`src/rtl/button_conditioner.sv`:
```
// button_conditioner: synchronises, debounces and converts four raw direction
// buttons into one-cycle move pulses with optional hold-to-repeat. Channel
// order everywhere is {up, down, left, right} = bits [3:0].
module button_conditioner #(
    parameter int DEBOUNCE_CYCLES = 1000000,
    parameter int REPEAT_DELAY    = 25000000,
    parameter int REPEAT_PERIOD   = 5000000,
    parameter int REPEAT_EN       = 1,
    parameter int CNT_W           = 25
) (
    input  logic       clk,
    input  logic       reset,
    input  logic       btn_up,
    input  logic       btn_down,
    input  logic       btn_left,
    input  logic       btn_right,
    output logic       up,
    output logic       down,
    output logic       left,
    output logic       right,
    output logic [3:0] held
);

    localparam logic [CNT_W-1:0] DB_LAST  = CNT_W'(DEBOUNCE_CYCLES - 1);
    localparam logic [CNT_W-1:0] RD_LAST  = CNT_W'(REPEAT_DELAY - 1);
    localparam logic [CNT_W-1:0] RP_LAST  = CNT_W'(REPEAT_PERIOD - 1);
    localparam logic [CNT_W-1:0] CNT_MAX  = '1;
    localparam bit               RPT_ON   = (REPEAT_EN != 0);

    typedef enum logic [1:0] {
        ST_IDLE   = 2'd0,
        ST_DELAY  = 2'd1,
        ST_REPEAT = 2'd2
    } state_t;

    // Increment that sticks at all-ones instead of wrapping to zero.
    function automatic logic [CNT_W-1:0] sat_inc(input logic [CNT_W-1:0] v);
        return (v == CNT_MAX) ? v : v + CNT_W'(1);
    endfunction

    logic [3:0] btn_raw;
    logic [3:0] sync1;
    logic [3:0] sync2;
    logic [3:0] stable_v;
    logic [3:0] pulse_v;
    logic       ud_conflict;
    logic       lr_conflict;

    assign btn_raw = {btn_up, btn_down, btn_left, btn_right};

    // Two-flop synchroniser for the asynchronous button inputs.
    always_ff @(posedge clk or negedge reset) begin
        if (!reset) begin
            sync1 <= '0;
            sync2 <= '0;
        end else begin
            sync1 <= btn_raw;
            sync2 <= sync1;
        end
    end

    for (genvar ch = 0; ch < 4; ch++) begin : g_ch
        logic             stable;
        logic [CNT_W-1:0] db_cnt;
        state_t           state;
        state_t           state_nxt;
        logic [CNT_W-1:0] rep_cnt;
        logic [CNT_W-1:0] rep_cnt_nxt;
        logic             pulse;
        logic             pulse_nxt;

        // Debouncer: the level flips only after DEBOUNCE_CYCLES consecutive
        // disagreeing samples; any agreeing sample restarts the count.
        always_ff @(posedge clk or negedge reset) begin
            if (!reset) begin
                stable <= 1'b0;
                db_cnt <= '0;
            end else if (sync2[ch] != stable) begin
                if (db_cnt >= DB_LAST) begin
                    stable <= ~stable;
                    db_cnt <= '0;
                end else begin
                    db_cnt <= sat_inc(db_cnt);
                end
            end else begin
                db_cnt <= '0;
            end
        end

        // Repeat FSM state, counter and registered pulse.
        always_ff @(posedge clk or negedge reset) begin
            if (!reset) begin
                state   <= ST_IDLE;
                rep_cnt <= '0;
                pulse   <= 1'b0;
            end else begin
                state   <= state_nxt;
                rep_cnt <= rep_cnt_nxt;
                pulse   <= pulse_nxt;
            end
        end

        // Next-state logic; a release always wins over a due pulse.
        always_comb begin
            state_nxt = state;
            case (state)
                ST_IDLE: begin
                    if (stable) state_nxt = ST_DELAY;
                end
                ST_DELAY: begin
                    if (!stable)                           state_nxt = ST_IDLE;
                    else if (RPT_ON && rep_cnt >= RD_LAST) state_nxt = ST_REPEAT;
                end
                ST_REPEAT: begin
                    if (!stable) state_nxt = ST_IDLE;
                end
                default: state_nxt = ST_IDLE;
            endcase
        end

        // Pulse request and counter update for the next cycle.
        always_comb begin
            pulse_nxt   = 1'b0;
            rep_cnt_nxt = rep_cnt;
            case (state)
                ST_IDLE: begin
                    rep_cnt_nxt = '0;
                    if (stable) pulse_nxt = 1'b1;
                end
                ST_DELAY: begin
                    if (!stable) begin
                        rep_cnt_nxt = '0;
                    end else if (RPT_ON && rep_cnt >= RD_LAST) begin
                        pulse_nxt   = 1'b1;
                        rep_cnt_nxt = '0;
                    end else if (rep_cnt < RD_LAST) begin
                        rep_cnt_nxt = sat_inc(rep_cnt);
                    end
                end
                ST_REPEAT: begin
                    if (!stable) begin
                        rep_cnt_nxt = '0;
                    end else if (rep_cnt >= RP_LAST) begin
                        pulse_nxt   = 1'b1;
                        rep_cnt_nxt = '0;
                    end else begin
                        rep_cnt_nxt = sat_inc(rep_cnt);
                    end
                end
                default: rep_cnt_nxt = '0;
            endcase
        end

        assign stable_v[ch] = stable;
        assign pulse_v[ch]  = pulse;
    end

    // Opposing buttons held together cancel each other's pulses; the FSMs
    // keep running underneath, so suppressed pulses are simply dropped.
    assign ud_conflict = stable_v[3] & stable_v[2];
    assign lr_conflict = stable_v[1] & stable_v[0];

    assign up    = pulse_v[3] & ~ud_conflict;
    assign down  = pulse_v[2] & ~ud_conflict;
    assign left  = pulse_v[1] & ~lr_conflict;
    assign right = pulse_v[0] & ~lr_conflict;
    assign held  = stable_v;

endmodule

```
`config.mk`:
```
export PLATFORM = sky130hd
export DESIGN_NAME = button_conditioner
export DESIGN_NICKNAME = d
export VERILOG_FILES = /design/src/rtl/button_conditioner.sv
export SDC_FILE = /design/constraint.sdc
export NUM_CORES = 1
export LEC_CHECK = 0
export ABC_AREA = 1
export CORE_ASPECT_RATIO = 0.75
export CORE_MARGIN = 2
export CORE_UTILIZATION = 50
export CTS_CLUSTER_DIAMETER = 100
export CTS_CLUSTER_SIZE = 28
export DETAILED_ROUTE_END_ITERATION = 6
export PLACE_DENSITY = 0.76
export SYNTH_ARGS = -nofsm -noshare
export SYNTH_HDL_FRONTEND = slang
export SYNTH_SLANG_ARGS = --single-unit
```
`constraint.sdc`:
```
create_clock -name clk -period 4.4 [get_ports clk]
set_clock_uncertainty 0.2 [all_clocks]
set_input_delay 0.88 -clock clk [delete_from_list [all_inputs] [get_ports clk]]
set_output_delay 0.88 -clock clk [all_outputs]
set_load 0.005 [all_outputs]
```
======== Word-level counts from Yosys, hierarchy flattened ========
Cells that the tools add are included.
operators by class
  add/subtract/negate cells ............... 8
  order comparisons ....................... 16
  equal/unequal tests ..................... 40
  muxes and demuxes ....................... 84
  bitwise gates (word level) .............. 12
  reductions and logical operators ........ 12
operators by type and width
  kind                                                                 number
  2-to-1 mux 25 bit                                                    36
  adder 25 x 1 -> 25 bit, second input constant                        8
  equality test 25 bit, second input constant                          8
  one-hot mux 25 bit (2 select lines)                                  4
  greater-or-equal comparator 25 x 20 -> 1 bit, second input constant  4
  greater-or-equal comparator 25 x 23 -> 1 bit, second input constant  4
  greater-or-equal comparator 25 bit, second input constant            4
  < comparator 25 bit, second input constant                           4
  2-to-1 mux 2 bit                                                     16
  != test 3 bit, second input constant                                 8
  one-hot mux 2 bit (3 select lines)                                   4
  2-to-1 mux 1 bit                                                     20
  != test 2 bit, second input constant                                 8
  != test 4 bit, second input constant                                 4
  one-hot mux 1 bit (3 select lines)                                   4
  AND reduction 3 bit                                                  4
  equality test 2 x 1 -> 1 bit, second input constant                  4
  equality test 2 bit, second input constant                           4
  zero test 2 bit                                                      4
  AND reduction 2 bit                                                  4
  AND 1 bit                                                            6
  inverter 1 bit                                                       6
  != test 1 bit                                                        4
word-level totals
  flip-flop bits (word level) ............. 224
  input bits .............................. 6
  output and inout port bits .............. 8
  word-level logic and storage cells ...... 194

======== Logic depth before layout (Yosys ltp) ========
  depth in word-level cells ............... 6
  gate-level depth with buffers ........... 13
  mapped depth without buffers ............ 12

======== Worst setup path before layout ========
Ideal clock, no wire load.
  kind .................................... register to register
  from .................................... register g_ch[1].rep_cnt[0]
  to ...................................... register g_ch[1].rep_cnt[15]
  data arrival time ....................... 1.641 ns
  data required time ...................... 4.081 ns
  path slack .............................. 2.440 ns
  stages on the path, launching flop included .. 12
  period minus slack after synthesis ...... 1.960 ns
  path through ............................ dfrtp_1 ha_1 inv_1 nor2_2 nand3_1 nor2_1 nand2_1 nand4_1 o21ai_2 nand2_2 buf_6 nor2_1
on the way
  longest elaborated chain between the ends .. 6
  elaborated cells between the ends (all ways) .. 13
RTL lines
  what                                                                   line  RTL
  from (decl)                                                            67    logic [CNT_W-1:0] rep_cnt;
  from (signal assigned)                                                 98    rep_cnt <= rep_cnt_nxt;
  adder 25 x 1 -> 25 bit / equality test 25 bit (equally long branches)  38    return (v == CNT_MAX) ? v : v + CNT_W'(1);
  2-to-1 mux 25 bit                                                      38
  2-to-1 mux 25 bit                                                      136   end else if (rep_cnt < RD_LAST) begin
  2-to-1 mux 25 bit                                                      133   end else if (RPT_ON && rep_cnt >= RD_LAST) begin
  2-to-1 mux 25 bit                                                      131   if (!stable) begin
  one-hot mux 25 bit (2 select lines)                                    125   case (state)
Parallel ways exist; a longest one is shown, timed or not. The select of a mux whose other input is x is not followed.
A chain may end at the register's enable or synchronous reset.

======== Worst setup path in the final report ========
  from .................................... register g_ch[3].stable
  to ...................................... output down
on the way
  longest elaborated chain between the ends .. 3
RTL lines
  what                    line  RTL
  from (decl)             63    logic stable;
  from (signal assigned)  80    stable <= ~stable;
  AND 1 bit               160   assign ud_conflict = stable_v[3] & stable_v[2];
  inverter 1 bit          164   assign down = pulse_v[2] & ~ud_conflict;
  AND 1 bit               164
  to (decl)               18    output logic down,
Every way passes these cells.

==> results.md <==
* WL met2 at 13,640 um
* Die ar. at 0.02981 mm^2
* Global-route wire length before repair at 55,790 um
* R2R depth at 11
* Worst skew pair latency at 480 ps
* Unrepaired setup endpoints after global routing: no
* Crit path from: g_ch[3].stable
* Post CTS Setup Buffer Count at 0
* Worst R2R Start: g_ch[1].rep_cnt[0]
* Layout area overhead at 5.395%
* Fin worst setup slack at 1594 ps
* CTS tree: yes
* Antenna viol nets, final at 0
* Final Total Pwr at 3.821 mW
* Post-synth EDFFs at 0
* DR iter-0 viols at 1,233
* Slew margin rel. at 0.4134
* Worst path required time at 3320 ps
* Vias per inst at 5.303
* Clk slew on worst S/H paths at 110 ps
* Fraction of layout cells with a size suffix above 1 at 0.03932
* Slew at the pin closest to its max-slew limit at 879.9 ps
* Post-CTS Resized at 0
* Vias in the first global route at 11,827
* # diodes at 0
* WL/cell at 13.39 um
* Peak VDD IR at 0.2291 mV
* Fmax at 356.4 MHz
* Critical Path AT at 1730 ps
* Routed vias at 12,965
* Power per cell area at 255.0 mW/mm^2
* CP endpoint kind: output port
* Synth cell types at 47
* Initial core utilization at 0.5080
* Period minus WS final at 2806 ps
* DRC Markers at 0
* Final non-filler cell total at 2,445
* Leakage power at 6.339 nW
* Setup TNS at 0 ps
* Max-cap viol count at 0
* Crit Path Class: flop to output port
* GP Congestion at 0.9660
* DR pass1 iterations at 5
* Hold crit path type: flop to flop
* Met1 Routed Length at 16,220 um
* Synth Register Bits at 224
* Max-slew violation count at 0
* Clock Path Buffers at 3
* Cts hold-fix bufs at 0
* Die width at 198.7 um
* CTS sink cnt at 224
* Largest net degree at the start of global routing at 109
* # IOs at 14
* Post-synthesis cell area at 0.01422 mm^2
* Port bufs at 13
* CTS Buf Count at 11
* Setup Viol. Count Final at 0
* Post-Syn Instances at 2,047
* Outcome: completed
* Tcrit/Tclk final at 0.6377
* Post-synthesis sequential area ratio at 0.3943
* Cell count after placement at 2,434
* Yosys Warn Count at 0
* H-tree levels at 1
* Fraction of registers with async set/reset at 1.000
* Clk root buf: clkbuf_16
* Routed wl met3 at 2474 um
* Fin nets at 2,092
* Gr usage total at 0.2242
* Yosys top cell area share at 0.3943
* Top post-synthesis cells by area: dfrtp_1, nand2_1, nor2_1
* CP Max Fanout at 8
* Number of placement rows at 53
* Routed WL at 32,730 um
* Initial antenna violation count at 0
* Global route total overflow at 0
* Pre-CTS WS at 1893 ps
* Post-DP HPWL at 24,530 um
* Die height at 150.0 um
* Yosys top cell by area: dfrtp_1
* Hold path depth at 0
* Core area at 0.02798 mm^2
* Main synth FF type: dfrtp_1
* CP startpoint kind: flop
* Syn Area/Cell at 6.945 um^2
* Final Hold Viols at 0
* Hold Path Origin: sync1[2]
* DR top layer: met4
area by class of cell:
cell class                      count  area [um^2]
Inverter                          256        960.9
Tap cell                          385        481.7
Multi-Input combinational cell   1553         7491
Timing Repair Buffer               16        170.2
Clock buffer                       11        275.3
Sequential cell                   224         5605
Fill cell                        2711        13000
state kept, by name, summed over array words and instances, names as in the netlist:
signal / flops
sync1: 4
g_ch.stable: 4
g_ch.rep_cnt: 100
g_ch.state: 8
sync2: 4
g_ch.pulse: 4
g_ch.db_cnt: 100
layout by cell type (no fill, tap or decap), types with 10 or more instances in the layout:
master	n
ha_1	24
clkbuf_16	11
xor2_1	66
a21oi_1	81
nor3_1	91
dfrtp_1	224
o21ai_0	25
nand2_1	485
or2_2	16
xnor2_1	14
nor2_1	405
conb_1	20
nor2_2	14
nor3b_1	12
nor4_1	10
inv_1	249
clkdlybuf4s50_1	12
nand4_1	60
nand3_1	167
cell families (layout without fill, tap and decap cells):
group | Yosys count | in the layout | synth area share
xor+xnor | 80 | 80 | 0.04928
simple gates | 1294 | 1294 | 0.3993
buf+inv | 289 | 283 | 0.08387
compound gates | 135 | 135 | 0.05192
other cells | 1 | 20 | 0.0002638
flops | 224 | 224 | 0.3943
fa+ha+maj | 24 | 24 | 0.02112
through the flow:
stage	hold slack [ps]	area, um^2	utilization
global placement	132.0	14710	0.5256
global route	168.3	14980	0.5355
CTS	163.0	14980	0.5355
detailed placement	137.9	14710	0.5256
floorplan	131.2	14290	-
finish	161.3	14980	0.5355
power breakdown:
part	leakage [nW]	switching, mW	internal, mW
Combinational	3.16	0.348	0.181
Sequential	3.04	0.0653	2.13
Clock	0.136	0.641	0.454
Total	6.34	1.05	2.77
layer usage:
| metal | up-vias | track usage |
|---|---|---|
| met4 | 0 | 0.03433 |
| met5 | - | 0 |
| met1 | 5977 | 0.3417 |
| met2 | 441 | 0.3399 |
| li1 | 6514 | - |
| met3 | 33 | 0.03674 |
critical path: stages (launching register included):
cell and delay, ps:
dfrtp_1 480, a21boi_0 230, clkdlybuf4s50_1 530
final timing paths:
check	to	slack (ps)
worst min-delay path	sync2[2]	160
worst max-delay path	down	1590
worst min register to register	sync2[2]	160
max in group asynchronous	g_ch[0].db_cnt[0]	2810
min in group asynchronous	g_ch[1].rep_cnt[11]	230
worst max register to register	g_ch[1].rep_cnt[13]	1830
cells in the mapped netlist (14+ instances only):
cell type and number:
nor2_1 405, nand4_1 60, or2_2 16, xnor2_1 14, nor2_2 14, a21oi_1 81
o21ai_0 25, xor2_1 66, dfrtp_1 224, ha_1 24, nand2_1 485, inv_1 249
nand3_1 167, nor3_1 91
Note: power is estimated with default switching activity, not from simulation.
